--- src/rtl/scc_pkg.sv ---
// Shared types and helpers for the shape/colour frame analyser.
// Channel helpers work on a zero-extended pixel so one function serves any channel width.
package scc_pkg;

    typedef enum logic [1:0] {
        ColNone  = 2'd0,
        ColRed   = 2'd1,
        ColGreen = 2'd2,
        ColBlue  = 2'd3
    } color_e;

    typedef enum logic [1:0] {
        FigNone = 2'd0,
        FigTri  = 2'd1,
        FigCirc = 2'd2,
        FigSq   = 2'd3
    } figure_e;

    typedef enum logic [2:0] {
        StIdle,
        StScan,
        StDrain,
        StClassify,
        StDone
    } state_e;

    localparam int unsigned MaxCw = 16;

    typedef logic [MaxCw-1:0]   chan_t;
    typedef logic [3*MaxCw-1:0] wide_pix_t;

    // sel: 2 = red (MSBs), 1 = green, 0 = blue
    function automatic chan_t chan_of(input wide_pix_t pix, input int unsigned cw,
                                      input int unsigned sel);
        wide_pix_t sh;
        sh = pix >> (sel * cw);
        return sh[MaxCw-1:0] & chan_t'((32'd1 << cw) - 32'd1);
    endfunction

    function automatic chan_t red_of(input wide_pix_t pix, input int unsigned cw);
        return chan_of(pix, cw, 2);
    endfunction

    function automatic chan_t green_of(input wide_pix_t pix, input int unsigned cw);
        return chan_of(pix, cw, 1);
    endfunction

    function automatic chan_t blue_of(input wide_pix_t pix, input int unsigned cw);
        return chan_of(pix, cw, 0);
    endfunction

endpackage

--- src/rtl/shape_color_classifier_if.sv ---
// Host control, frame-buffer read port and result signals of the classifier.
// slave = classifier side, master = host/memory side.
interface shape_color_classifier_if #(
    parameter int unsigned N  = 120,
    parameter int unsigned M  = 160,
    parameter int unsigned CW = 4
);
    localparam int unsigned AW = $clog2(N * M);
    localparam int unsigned RW = (N > 1) ? $clog2(N) : 1;

    logic            start;
    logic            abort;
    logic [3*CW-1:0] thr;
    logic [AW-1:0]   rd_addr;
    logic            rd_en;
    logic [3*CW-1:0] rd_data;
    logic            busy;
    logic            done;
    logic            results_valid;
    logic [1:0]      color;
    logic [1:0]      figure;
    logic [AW:0]     obj_count;
    logic [RW-1:0]   row_first;
    logic [RW-1:0]   row_last;

    modport slave (
        input  start, abort, thr, rd_data,
        output rd_addr, rd_en, busy, done, results_valid, color, figure, obj_count,
               row_first, row_last
    );

    modport master (
        output start, abort, thr, rd_data,
        input  rd_addr, rd_en, busy, done, results_valid, color, figure, obj_count,
               row_first, row_last
    );

endinterface

--- src/rtl/scc_tag_delay.sv ---
// Carries {valid, last_col, row} alongside each frame-buffer read so the tag emerges
// in the same cycle as the returned pixel.
module scc_tag_delay #(
    parameter int unsigned Depth = 1,
    parameter int unsigned RowW  = 7
) (
    input  logic            clk,
    input  logic            rst,
    input  logic            flush,
    input  logic            tag_valid,
    input  logic            tag_last_col,
    input  logic [RowW-1:0] tag_row,
    output logic            dly_valid,
    output logic            dly_last_col,
    output logic [RowW-1:0] dly_row
);
    typedef struct packed {
        logic            valid;
        logic            last_col;
        logic [RowW-1:0] row;
    } tag_t;

    tag_t pipe_q [Depth];

    always_ff @(posedge clk or posedge rst) begin
        if (rst) begin
            for (int i = 0; i < int'(Depth); i++) pipe_q[i] <= '0;
        end else if (flush) begin
            for (int i = 0; i < int'(Depth); i++) pipe_q[i] <= '0;
        end else begin
            pipe_q[0] <= '{valid: tag_valid, last_col: tag_last_col, row: tag_row};
            for (int i = 1; i < int'(Depth); i++) pipe_q[i] <= pipe_q[i-1];
        end
    end

    assign dly_valid    = pipe_q[Depth-1].valid;
    assign dly_last_col = pipe_q[Depth-1].last_col;
    assign dly_row      = pipe_q[Depth-1].row;

endmodule

--- src/rtl/shape_color_classifier.sv ---
// Frame-buffer scanner: streams sampled rows out of memory, accumulates object statistics
// and classifies the object's dominant colour and coarse shape.
module shape_color_classifier
    import scc_pkg::*;
#(
    parameter int unsigned N         = 120,
    parameter int unsigned M         = 160,
    parameter int unsigned CW        = 4,
    parameter int unsigned ROW_STEP  = 3,
    parameter int unsigned RD_LAT    = 1,
    parameter int unsigned MIN_WIDTH = 7
) (
    input logic                     clk,
    input logic                     rst,
    shape_color_classifier_if.slave bus
);
    localparam int unsigned AW     = $clog2(N * M);
    localparam int unsigned RW     = (N > 1) ? $clog2(N) : 1;
    localparam int unsigned ColW   = (M > 1) ? $clog2(M) : 1;
    localparam int unsigned WW     = $clog2(M + 1);
    localparam int unsigned VW     = $clog2(N + 1);
    localparam int unsigned SW     = CW + AW;
    localparam int unsigned DW     = $clog2(RD_LAT + 1);
    localparam int unsigned RowAdv = (ROW_STEP - 1) * M + 1;

    state_e          state_q, state_d;
    logic [RW-1:0]   row_q;
    logic [ColW-1:0] col_q;
    logic [AW-1:0]   addr_q;
    logic [DW-1:0]   drain_q;
    logic            scanning, last_col, last_row, scan_go;

    assign scanning = (state_q == StScan);
    assign last_col = (col_q == ColW'(M - 1));
    assign last_row = (32'(row_q) + ROW_STEP >= N);
    // Abort outranks start, so a coincident start never opens a scan.
    assign scan_go  = (state_q == StIdle || state_q == StDone) && bus.start && !bus.abort;

    always_comb begin
        state_d = state_q;
        case (state_q)
            StIdle:     if (bus.start) state_d = StScan;
            StScan:     if (last_col && last_row) state_d = StDrain;
            StDrain:    if (drain_q == DW'(RD_LAT - 1)) state_d = StClassify;
            StClassify: state_d = StDone;
            StDone:     state_d = bus.start ? StScan : StIdle;
            default:    state_d = StIdle;
        endcase
        if (bus.abort) state_d = StIdle;
    end

    always_ff @(posedge clk or posedge rst) begin
        if (rst) state_q <= StIdle;
        else     state_q <= state_d;
    end

    always_ff @(posedge clk or posedge rst) begin
        if (rst) begin
            row_q   <= '0;
            col_q   <= '0;
            addr_q  <= '0;
            drain_q <= '0;
        end else begin
            drain_q <= (state_q == StDrain) ? drain_q + DW'(1) : '0;
            if (scan_go) begin
                row_q  <= '0;
                col_q  <= '0;
                addr_q <= '0;
            end else if (scanning) begin
                if (last_col) begin
                    col_q  <= '0;
                    row_q  <= row_q + RW'(ROW_STEP);
                    addr_q <= addr_q + AW'(RowAdv);
                end else begin
                    col_q  <= col_q + ColW'(1);
                    addr_q <= addr_q + AW'(1);
                end
            end
        end
    end

    logic          tag_valid, tag_last;
    logic [RW-1:0] tag_row;

    scc_tag_delay #(
        .Depth (RD_LAT),
        .RowW  (RW)
    ) u_tag_delay (
        .clk          (clk),
        .rst          (rst),
        .flush        (bus.abort),
        .tag_valid    (scanning),
        .tag_last_col (last_col),
        .tag_row      (row_q),
        .dly_valid    (tag_valid),
        .dly_last_col (tag_last),
        .dly_row      (tag_row)
    );

    logic [CW-1:0] pix_r, pix_g, pix_b, thr_r, thr_g, thr_b;
    logic          obj, row_ok;
    logic [WW-1:0] width_q, prev_q, width_new;
    logic [AW:0]   cnt_q;
    logic [SW-1:0] sum_r_q, sum_g_q, sum_b_q;
    logic [VW-1:0] v_q, w_q;
    logic          have_first_q;
    logic [RW-1:0] first_q, last_q;

    assign pix_r     = CW'(red_of(wide_pix_t'(bus.rd_data), CW));
    assign pix_g     = CW'(green_of(wide_pix_t'(bus.rd_data), CW));
    assign pix_b     = CW'(blue_of(wide_pix_t'(bus.rd_data), CW));
    assign thr_r     = CW'(red_of(wide_pix_t'(bus.thr), CW));
    assign thr_g     = CW'(green_of(wide_pix_t'(bus.thr), CW));
    assign thr_b     = CW'(blue_of(wide_pix_t'(bus.thr), CW));
    assign obj       = (pix_r >= thr_r) || (pix_g >= thr_g) || (pix_b >= thr_b);
    assign width_new = width_q + WW'(obj);
    assign row_ok    = width_new > WW'(MIN_WIDTH);

    always_ff @(posedge clk or posedge rst) begin
        if (rst) begin
            width_q      <= '0;
            prev_q       <= '0;
            cnt_q        <= '0;
            sum_r_q      <= '0;
            sum_g_q      <= '0;
            sum_b_q      <= '0;
            v_q          <= '0;
            w_q          <= '0;
            have_first_q <= 1'b0;
            first_q      <= '0;
            last_q       <= '0;
        end else if (scan_go) begin
            width_q      <= '0;
            prev_q       <= '0;
            cnt_q        <= '0;
            sum_r_q      <= '0;
            sum_g_q      <= '0;
            sum_b_q      <= '0;
            v_q          <= '0;
            w_q          <= '0;
            have_first_q <= 1'b0;
            first_q      <= '0;
            last_q       <= '0;
        end else if (tag_valid) begin
            if (obj) begin
                cnt_q   <= cnt_q + (AW + 1)'(1);
                sum_r_q <= sum_r_q + SW'(pix_r);
                sum_g_q <= sum_g_q + SW'(pix_g);
                sum_b_q <= sum_b_q + SW'(pix_b);
            end
            if (tag_last) begin
                // Row width history tracks every sampled row, valid or not.
                width_q <= '0;
                prev_q  <= width_new;
                if (row_ok) begin
                    v_q <= v_q + VW'(1);
                    if (prev_q < width_new) w_q <= w_q + VW'(1);
                    if (!have_first_q) begin
                        first_q      <= tag_row;
                        have_first_q <= 1'b1;
                    end
                    last_q <= tag_row;
                end
            end else begin
                width_q <= width_new;
            end
        end
    end

    color_e  color_c;
    figure_e figure_c;

    always_comb begin
        color_c = ColNone;
        if (sum_r_q > sum_g_q && sum_r_q > sum_b_q)      color_c = ColRed;
        else if (sum_g_q > sum_r_q && sum_g_q > sum_b_q) color_c = ColGreen;
        else if (sum_b_q > sum_r_q && sum_b_q > sum_g_q) color_c = ColBlue;
    end

    always_comb begin
        figure_c = FigNone;
        if (v_q >= w_q && w_q > (v_q >> 1))             figure_c = FigTri;
        else if ((v_q >> 1) >= w_q && w_q > (v_q >> 2)) figure_c = FigCirc;
        else if (v_q != '0)                             figure_c = FigSq;
    end

    color_e        color_q;
    figure_e       figure_q;
    logic [AW:0]   res_cnt_q;
    logic [RW-1:0] res_first_q, res_last_q;
    logic          valid_q;

    always_ff @(posedge clk or posedge rst) begin
        if (rst) begin
            color_q     <= ColNone;
            figure_q    <= FigNone;
            res_cnt_q   <= '0;
            res_first_q <= '0;
            res_last_q  <= '0;
            valid_q     <= 1'b0;
        end else if (bus.abort || scan_go) begin
            valid_q <= 1'b0;
        end else if (state_q == StClassify) begin
            color_q     <= color_c;
            figure_q    <= figure_c;
            res_cnt_q   <= cnt_q;
            res_first_q <= first_q;
            res_last_q  <= last_q;
            valid_q     <= 1'b1;
        end
    end

    assign bus.rd_en         = scanning;
    assign bus.rd_addr       = scanning ? addr_q : '0;
    assign bus.busy          = scanning || (state_q == StDrain) || (state_q == StClassify);
    assign bus.done          = (state_q == StDone);
    assign bus.results_valid = valid_q;
    assign bus.color         = color_q;
    assign bus.figure        = figure_q;
    assign bus.obj_count     = res_cnt_q;
    assign bus.row_first     = res_first_q;
    assign bus.row_last      = res_last_q;

endmodule
--- src/flat_wrapper.sv ---
// flat-port wrapper written by rule: the top's interface ports become plain ports
module shape_color_classifier_flat import scc_pkg::*;
#(
    parameter int unsigned N         = 120,
    parameter int unsigned M         = 160,
    parameter int unsigned CW        = 4,
    parameter int unsigned ROW_STEP  = 3,
    parameter int unsigned RD_LAT    = 1,
    parameter int unsigned MIN_WIDTH = 7
)
  (clk, rst, bus_start, bus_abort, bus_thr, bus_rd_data, bus_rd_addr, bus_rd_en, bus_busy, bus_done, bus_results_valid, bus_color, bus_figure, bus_obj_count, bus_row_first, bus_row_last);
  shape_color_classifier_if #(.N(N), .M(M), .CW(CW)) bus_i ();
  input logic clk;
  input logic rst;
  input wire logic [$bits(bus_i.start)-1:0] bus_start;
  input wire logic [$bits(bus_i.abort)-1:0] bus_abort;
  input wire logic [$bits(bus_i.thr)-1:0] bus_thr;
  input wire logic [$bits(bus_i.rd_data)-1:0] bus_rd_data;
  output wire logic [$bits(bus_i.rd_addr)-1:0] bus_rd_addr;
  output wire logic [$bits(bus_i.rd_en)-1:0] bus_rd_en;
  output wire logic [$bits(bus_i.busy)-1:0] bus_busy;
  output wire logic [$bits(bus_i.done)-1:0] bus_done;
  output wire logic [$bits(bus_i.results_valid)-1:0] bus_results_valid;
  output wire logic [$bits(bus_i.color)-1:0] bus_color;
  output wire logic [$bits(bus_i.figure)-1:0] bus_figure;
  output wire logic [$bits(bus_i.obj_count)-1:0] bus_obj_count;
  output wire logic [$bits(bus_i.row_first)-1:0] bus_row_first;
  output wire logic [$bits(bus_i.row_last)-1:0] bus_row_last;
  assign bus_i.start = bus_start;
  assign bus_i.abort = bus_abort;
  assign bus_i.thr = bus_thr;
  assign bus_i.rd_data = bus_rd_data;
  assign bus_rd_addr = bus_i.rd_addr;
  assign bus_rd_en = bus_i.rd_en;
  assign bus_busy = bus_i.busy;
  assign bus_done = bus_i.done;
  assign bus_results_valid = bus_i.results_valid;
  assign bus_color = bus_i.color;
  assign bus_figure = bus_i.figure;
  assign bus_obj_count = bus_i.obj_count;
  assign bus_row_first = bus_i.row_first;
  assign bus_row_last = bus_i.row_last;
  shape_color_classifier #(.N(N), .M(M), .CW(CW), .ROW_STEP(ROW_STEP), .RD_LAT(RD_LAT), .MIN_WIDTH(MIN_WIDTH)) u_core (.clk(clk), .rst(rst), .bus(bus_i));
endmodule
--- config.mk ---
export PLATFORM = sky130hd
export DESIGN_NAME = shape_color_classifier_flat
export DESIGN_NICKNAME = d
export VERILOG_FILES = /design/src/rtl/scc_pkg.sv /design/src/rtl/shape_color_classifier_if.sv /design/src/rtl/scc_tag_delay.sv /design/src/rtl/shape_color_classifier.sv /design/src/flat_wrapper.sv
export SDC_FILE = /design/constraint.sdc
export NUM_CORES = 1
export LEC_CHECK = 0
export ABC_CLOCK_PERIOD_IN_PS = 8500
export CAP_MARGIN = 20
export CORE_MARGIN = 3
export CORE_UTILIZATION = 25
export CTS_CLUSTER_SIZE = 10
export DETAILED_ROUTE_END_ITERATION = 10
export MAX_ROUTING_LAYER = met4
export REMOVE_ABC_BUFFERS = 1
export SYNTH_ARGS = -nofsm -noshare
export SYNTH_HDL_FRONTEND = slang
export SYNTH_SLANG_ARGS = --single-unit
--- constraint.sdc ---
create_clock -name clk -period 8.5 [get_ports clk]
set_input_delay 1.7 -clock clk [delete_from_list [all_inputs] [get_ports clk]]
set_output_delay 1.7 -clock clk [all_outputs]
set_load 0.05 [all_outputs]
==> results_dict.tcl, run 1 <==
set metrics [dict create \
    cts_resized 0 \
    synthTopCellsByCount "dfrtp_1, ha_1, nor2_1, nand2_1, a21oi_1" \
    path_buf_inv 3 \
    worst-r2r-cell-count 12 \
    vdd_drop_max_mv 0.156 \
    die_h_um 224 \
    drtIter0Drc 562 \
    synth_top_area_share_pct 41.2 \
    htree_levels 4 \
    tns_ns 0 \
    grt.total_usage_pct 12.2 \
    drive_gt1_share_pct 7.31 \
    synth_most_common_cell "dfrtp_1" \
    rows 79 \
    comb_power_share_pct 33.3 \
    yosysWarnings 0 \
    post-dp-hpwl_mm 20.6 \
    vias 9527 \
    status "completed" \
    r2r_end "u_core.w_q[3]$_DFFE_PP0P_" \
    cp_top_family "adder cells" \
    die_x_um 224 \
    switching_power_mw 1.11 \
    clkPwrFrac_pct 28.7 \
    place_congestion 0.870 \
    grt_max_degree 132 \
    viasPerCell 4.89 \
    synth.largest_area_cell "dfrtp_1" \
    wirelength_mm 29.3 \
    clkTransAtPathRegs_ns 0.08 \
    finalMaxSlewViolations 0 \
    num_antenna_cells 0 \
    intPower_mw 1.88 \
    grt_setup_unrepaired "false" \
    fin_nets 1474 \
    max_freq_mhz 161 \
    antenna_found_initial 0 \
    boundaryPins 81 \
    clkLatencyLatePin_ns 0.46 \
    start_util_pct 25.5 \
    synth_edf_count 0 \
    r2r_slack_ns 5.17 \
    grt-ovfl-total 0 \
    avgRoutedWirePerCell_um 15.1 \
    syn_inst 1271 \
    powerDensity_nw_per_um2 214 \
    cts_root_buf "clkbuf_16" \
    grt_first_pass_wirelength_mm 48.8 \
    p_leak_nw 6.22 \
    rr_startpoint "u_core.width_q[0]$_DFFE_PP0P_" \
    coreArea_um2 46800 \
    worstPathArrival_ns 6.58 \
    cap_viol_max_count 0 \
    min_period_over_period_pct 72.9 \
    slowest_delay_ns 0.48 \
    synth-seq-cells 196 \
    hold_path_class "reg2reg" \
    tritoncts "yes" \
    min_period_ns 6.20 \
    ys_seq_area_share_pct 41.2 \
    worstPathRequired_ns 8.88 \
    path_depth 21 \
    whs_path_depth 2 \
    slowest_stage "clkdlybuf4s50_1" \
    relSlewSlack_pct 35.0 \
    area_growth_pct 17.3 \
    drt_first_pass_iters 5 \
    stdcell_count 1947 \
    clk_path_buf_depth 2 \
    cts.sinks 196 \
    setup_viol 0 \
    timing.final.ws_setup_ns 2.30 \
    power_mw 2.99 \
    finalHoldViolations 0 \
    synth.avg_cell_area_um2 9.36 \
    hp-start "u_core.last_q[0]$_DFFE_PP0P_" \
    drcViolationCount 0 \
    crit_path_end_kind "register" \
    postLayoutCoreUtil_pct 29.9 \
    yosys_most_used_dff "dfrtp_1" \
    cp_max_fo 26 \
    cp-start-kind "input pin" \
    synthDistinctLibCells 64 \
    min_to "u_core.last_q[0]$_DFFE_PP0P_" \
    finalClockSkew_ns 0.0115 \
    dieArea_um2 50300 \
    power.share.switching_pct 37.3 \
    cts_setup_buffers 0 \
    worst_pin_slew_ns 0.975 \
    grt_pass1_vias 9371 \
    antenna_left 0 \
    async_reset_ff_share_pct 100 \
    netlist_area_um2 11900 \
    cts_buffers 17 \
    pre_cts_slack_ns 1.84 \
    portBuffers 80 \
    crit_chain "clkdlybuf4s50_1 > inv_1 > ha_1 > nand2b_1 > a21o_1 > a21o_1 > a22oi_2 > buf_4 > nand2_1 > ha_1 > ha_1 > nand3_2 > xor2_1 > ha_1 > a21o_1 > a21oi_1 > o21ai_0 > maj3_1 > a211o_1 > or3_1 > a21oi_1" \
    synth.area.top_cells "dfrtp_1, ha_1, a21oi_1" \
    seqPwrFrac_pct 37.9 \
    crit_type "in2reg" \
    hold_buffers 0 \
    path_common_cell "ha_1" \
    dpl.cell_count 1915 \
]
-- cells by family (layout without fill, tap and decap cells) --
group	count (synthesis)	count (layout)	synth area share, %
xor+xnor	56	56	4.12
mux	49	49	4.44
buf+inv	138	207	4.48
simple gates	426	426	17.6
compound gates	286	286	15.4
flops	196	196	41.2
fa+ha+maj	120	120	12.8
-- metrics by stage --
| step | hold WS, ns | instance area, um2 |
|---|---|---|
| floorplan | 0.444 | 11700 |
| global placement | 0.465 | 13400 |
| detailed placement | 0.481 | 13400 |
| CTS | 0.497 | 14000 |
| global route | 0.519 | 14000 |
| finish | 0.489 | 14000 |
-- power groups by stage --
stage,clock (mW),sequential (mW),combinational [mW]
6_report,0.859,1.13,0.997
5_1_grt,0.918,1.15,1.13
4_1_cts,0.883,1.13,1.01
3_5_place_dp,0,1.15,0.999
3_3_place_gp,0,1.15,0.983
2_1_floorplan,0,1.22,0.608
-- sequential cells by signal (all words and copies together), names as in the netlist, 8 cells and up --
name,count
u_core.prev_q,8
u_core.bus.obj_count,16
u_core.cnt_q,16
u_core.addr_q,15
u_core.col_q,8
u_core.sum_g_q,19
u_core.sum_b_q,19
u_core.sum_r_q,19
u_core.width_q,8
-- cell usage in the layout, fill, tap and decap left out, types with 11 or more instances in the layout --
| cell type | n |
|---|---|
| nand2_1 | 111 |
| o21ai_0 | 61 |
| and3_1 | 15 |
| dfrtp_1 | 196 |
| a31o_2 | 14 |
| and2_1 | 23 |
| mux2_2 | 30 |
| nor2b_1 | 13 |
| nand3_1 | 42 |
| nand4_1 | 40 |
| clkdlybuf4s50_1 | 80 |
| a21oi_1 | 91 |
| mux2i_1 | 19 |
| clkbuf_16 | 17 |
| inv_1 | 83 |
| a2111oi_0 | 11 |
| a21o_1 | 27 |
| ha_1 | 116 |
| nand2b_1 | 13 |
| nor2_1 | 116 |
| xnor2_1 | 40 |
| a211oi_1 | 27 |
| xor2_1 | 16 |
-- tightest hold or removal path: cells and delay by family (launching register included) --
kind	cells	cell delay, ns
AOI/OAI and AO/OA	1	0.06
and+or+nand+nor	1	0.05
DFF	1	0.35
-- cell type report --
| cell class | count | area, um2 |
|---|---|---|
| clock buffer | 20 | 437 |
| clock inverter | 12 | 168 |
| fill | 4814 | 32800 |
| tap | 607 | 759 |
| multi-input combinational | 937 | 6490 |
| inverter | 85 | 327 |
| sequential | 196 | 4900 |
| timing repair buffer | 90 | 876 |
-- how the worst max path moves through the flow --
stage	from	to	slack (ns)
after floorplan	bus_abort	u_core.sum_r_q[16]$_DFFE_PP0P_	-1.28
after global placement	bus_rd_data[0]	u_core.w_q[4]$_DFFE_PP0P_	2.01
after detailed placement	bus_rd_data[0]	u_core.w_q[3]$_DFFE_PP0P_	1.84
after CTS	bus_rd_data[0]	u_core.w_q[3]$_DFFE_PP0P_	2.33
after global routing	bus_rd_data[0]	u_core.w_q[4]$_DFFE_PP0P_	2.03
final	bus_rd_data[0]	u_core.w_q[3]$_DFFE_PP0P_	2.30
-- per-layer routing --
metal	global-route usage [%]	vias up	wire length, um
met1	16.4	4670	14300
met2	18.4	188	13300
li1	-	4638	-
met5	-	-	0
met4	4.51	0	526
met3	2.12	31	1180
No activity file was read; power rests on OpenSTA's default activity.
==> inputs of run 2 (changes only) <==
- ABC_CLOCK_PERIOD_IN_PS: 8500 -> 5300
- clock period: 8.5 -> 5.3 ns (I/O delays scaled with it)
==> run 2 against run 1 <==
Via count is 0.87% higher. Die area stayed put. Clock power is 58% higher. Register-to-register slack worse by 3.0 ns. Count of clock-buffer cells in the layout is 2 lower. Combinational power is 63% higher. Cell count is 1.2% higher. Wire length is 1.4% higher. Sequential cell count stayed put. Critical path depth is 2 lower. Largest cell class unchanged. Highest routed layer unchanged.
==> results_dict.tcl, run 2 (same netlist as run 1, synthesis figures left out) <==
set metrics [dict create \
    status "completed" \
    dpl.cell_count 1937 \
    grt.total_usage_pct 12.3 \
    clk_path_buf_depth 2 \
    antenna_left 0 \
    start_util_pct 25.5 \
    rows 79 \
    htree_levels 4 \
    dieArea_um2 50300 \
    r2r_end "u_core.w_q[3]$_DFFE_PP0P_" \
    p_leak_nw 6.34 \
    vdd_drop_max_mv 0.194 \
    max_freq_mhz 200 \
    cts.sinks 196 \
    worstPathArrival_ns 5.39 \
    clkLatencyLatePin_ns 0.46 \
    worstPathRequired_ns 5.68 \
    hold_slack_ns 0.478 \
    drcViolationCount 0 \
    drtIter0Drc 635 \
    antenna_found_initial 2 \
    wirelength_mm 29.8 \
    path_common_cell "ha_1" \
    tritoncts "yes" \
    crit_type "in2reg" \
    hp-start "u_core.last_q[6]$_DFFE_PP0P_" \
    top_regs "u_core.sum_b_q (19), u_core.sum_g_q (19), u_core.sum_r_q (19)" \
    worst-r2r-cell-count 11 \
    min_period_over_period_pct 94.5 \
    viasPerCell 4.88 \
    portBuffers 80 \
    crit_chain "clkdlybuf4s50_1 > inv_1 > ha_1 > nand2b_1 > a21o_1 > a21o_1 > a22oi_2 > nand2_1 > ha_1 > ha_1 > xnor2_1 > ha_1 > a21o_1 > a31oi_1 > o21ai_0 > maj3_1 > a211o_1 > or3_1 > a21oi_1" \
    cp_top_family "compound AO/OA/AOI/OAI gates" \
    slowest_stage "clkdlybuf4s50_1" \
    avgRoutedWirePerCell_um 15.1 \
    grt_max_degree 133 \
    worst_pin_slew_ns 0.972 \
    die_x_um 224 \
    layout_common_cells "dfrtp_1, nor2_1, ha_1" \
    cp-start-kind "input pin" \
    slowest_delay_ns 0.48 \
    drive_gt1_share_pct 9.18 \
    power_mw 4.81 \
    boundaryPins 81 \
    clkTransAtPathRegs_ns 0.08 \
    cts_setup_buffers 0 \
    final_common_cell "dfrtp_1" \
    setup_viol 0 \
    grt_pass1_vias 9529 \
    path_buf_inv 2 \
    whs_path_depth 2 \
    cts_buffers 17 \
    relSlewSlack_pct 35.2 \
    powerDensity_nw_per_um2 339 \
    cap_viol_max_count 0 \
    area_growth_pct 19.2 \
    coreArea_um2 46800 \
    grt-ovfl-total 0 \
    r2r_slack_ns 2.20 \
    grt_first_pass_wirelength_mm 49.3 \
    rr_startpoint "u_core.width_q[0]$_DFFE_PP0P_" \
    grt_setup_unrepaired "false" \
    drt_first_pass_iters 5 \
    cp_max_fo 6 \
    min_to "u_core.last_q[6]$_DFFE_PP0P_" \
    post-dp-hpwl_mm 20.9 \
    die_h_um 224 \
    tns_ns 0 \
    cts_root_buf "clkbuf_16" \
    fin_nets 1496 \
    stdcell_count 1971 \
    finalHoldViolations 0 \
    finalMaxSlewViolations 0 \
    place_congestion 0.857 \
    vias 9610 \
    hold_path_class "reg2reg" \
    crit_path_end_kind "register" \
    min_period_ns 5.01 \
    finalClockSkew_ns 0.0185 \
]
run 2: worst max path at each step:
stage,startpoint,end,cells past startpoint
finish,bus_rd_data[4],u_core.w_q[3]$_DFFE_PP0P_,19
floorplan,bus_abort,u_core.sum_r_q[16]$_DFFE_PP0P_,5
detailed placement,bus_rd_data[4],u_core.w_q[3]$_DFFE_PP0P_,20
global route,bus_rd_data[8],u_core.w_q[3]$_DFFE_PP0P_,20
global placement,bus_rd_data[0],u_core.w_q[4]$_DFFE_PP0P_,20
CTS,bus_rd_data[4],u_core.w_q[3]$_DFFE_PP0P_,20
run 2: tightest hold or removal path: stages, from the launching register on:
cell and delay, ns:
dfrtp_1 0.34, nand2_1 0.04, o21ai_0 0.06
run 2: area by class of cell:
type                       instances  area, um2
multi-input combinational        937       6510
sequential                       196       4900
tap                              607        759
clock buffer                      18        439
inverter                          85        327
clock inverter                    14        175
fill                            4830      32600
timing repair buffer             112       1070
antenna                            2       5.00
run 2: through the flow:
step	setup slack (ns)	cell area, um2	util (%)
finish	0.293	14200	30.3
global route	0.0145	14200	30.3
CTS	0.152	14200	30.3
detailed placement	-0.309	13600	29.0
global placement	-0.201	13600	29.0
floorplan	-3.84	11700	-
run 2: report_power, final:
part | total (mW) | leakage, nW | internal [mW] | switching (mW)
combinational | 1.63 | 3.34 | 0.626 | 1.01
sequential | 1.82 | 2.70 | 1.65 | 0.171
clock | 1.36 | 0.304 | 0.694 | 0.666
run 2: repair_timing:
action                                  in CTS  in global routing
hold buffers                                 0                  0
resized for setup                            0                  2
endpoints found under the setup margin       0                  2
run 2: routing by layer:
layer / global-route usage [%] / wire length, um / up-vias
met5: - / 0 / -
met1: 16.5 / 14500 / 4707
li1: - / - / 4695
met2: 18.9 / 13700 / 175
met3: 1.95 / 1030 / 33
met4: 4.33 / 520 / 0
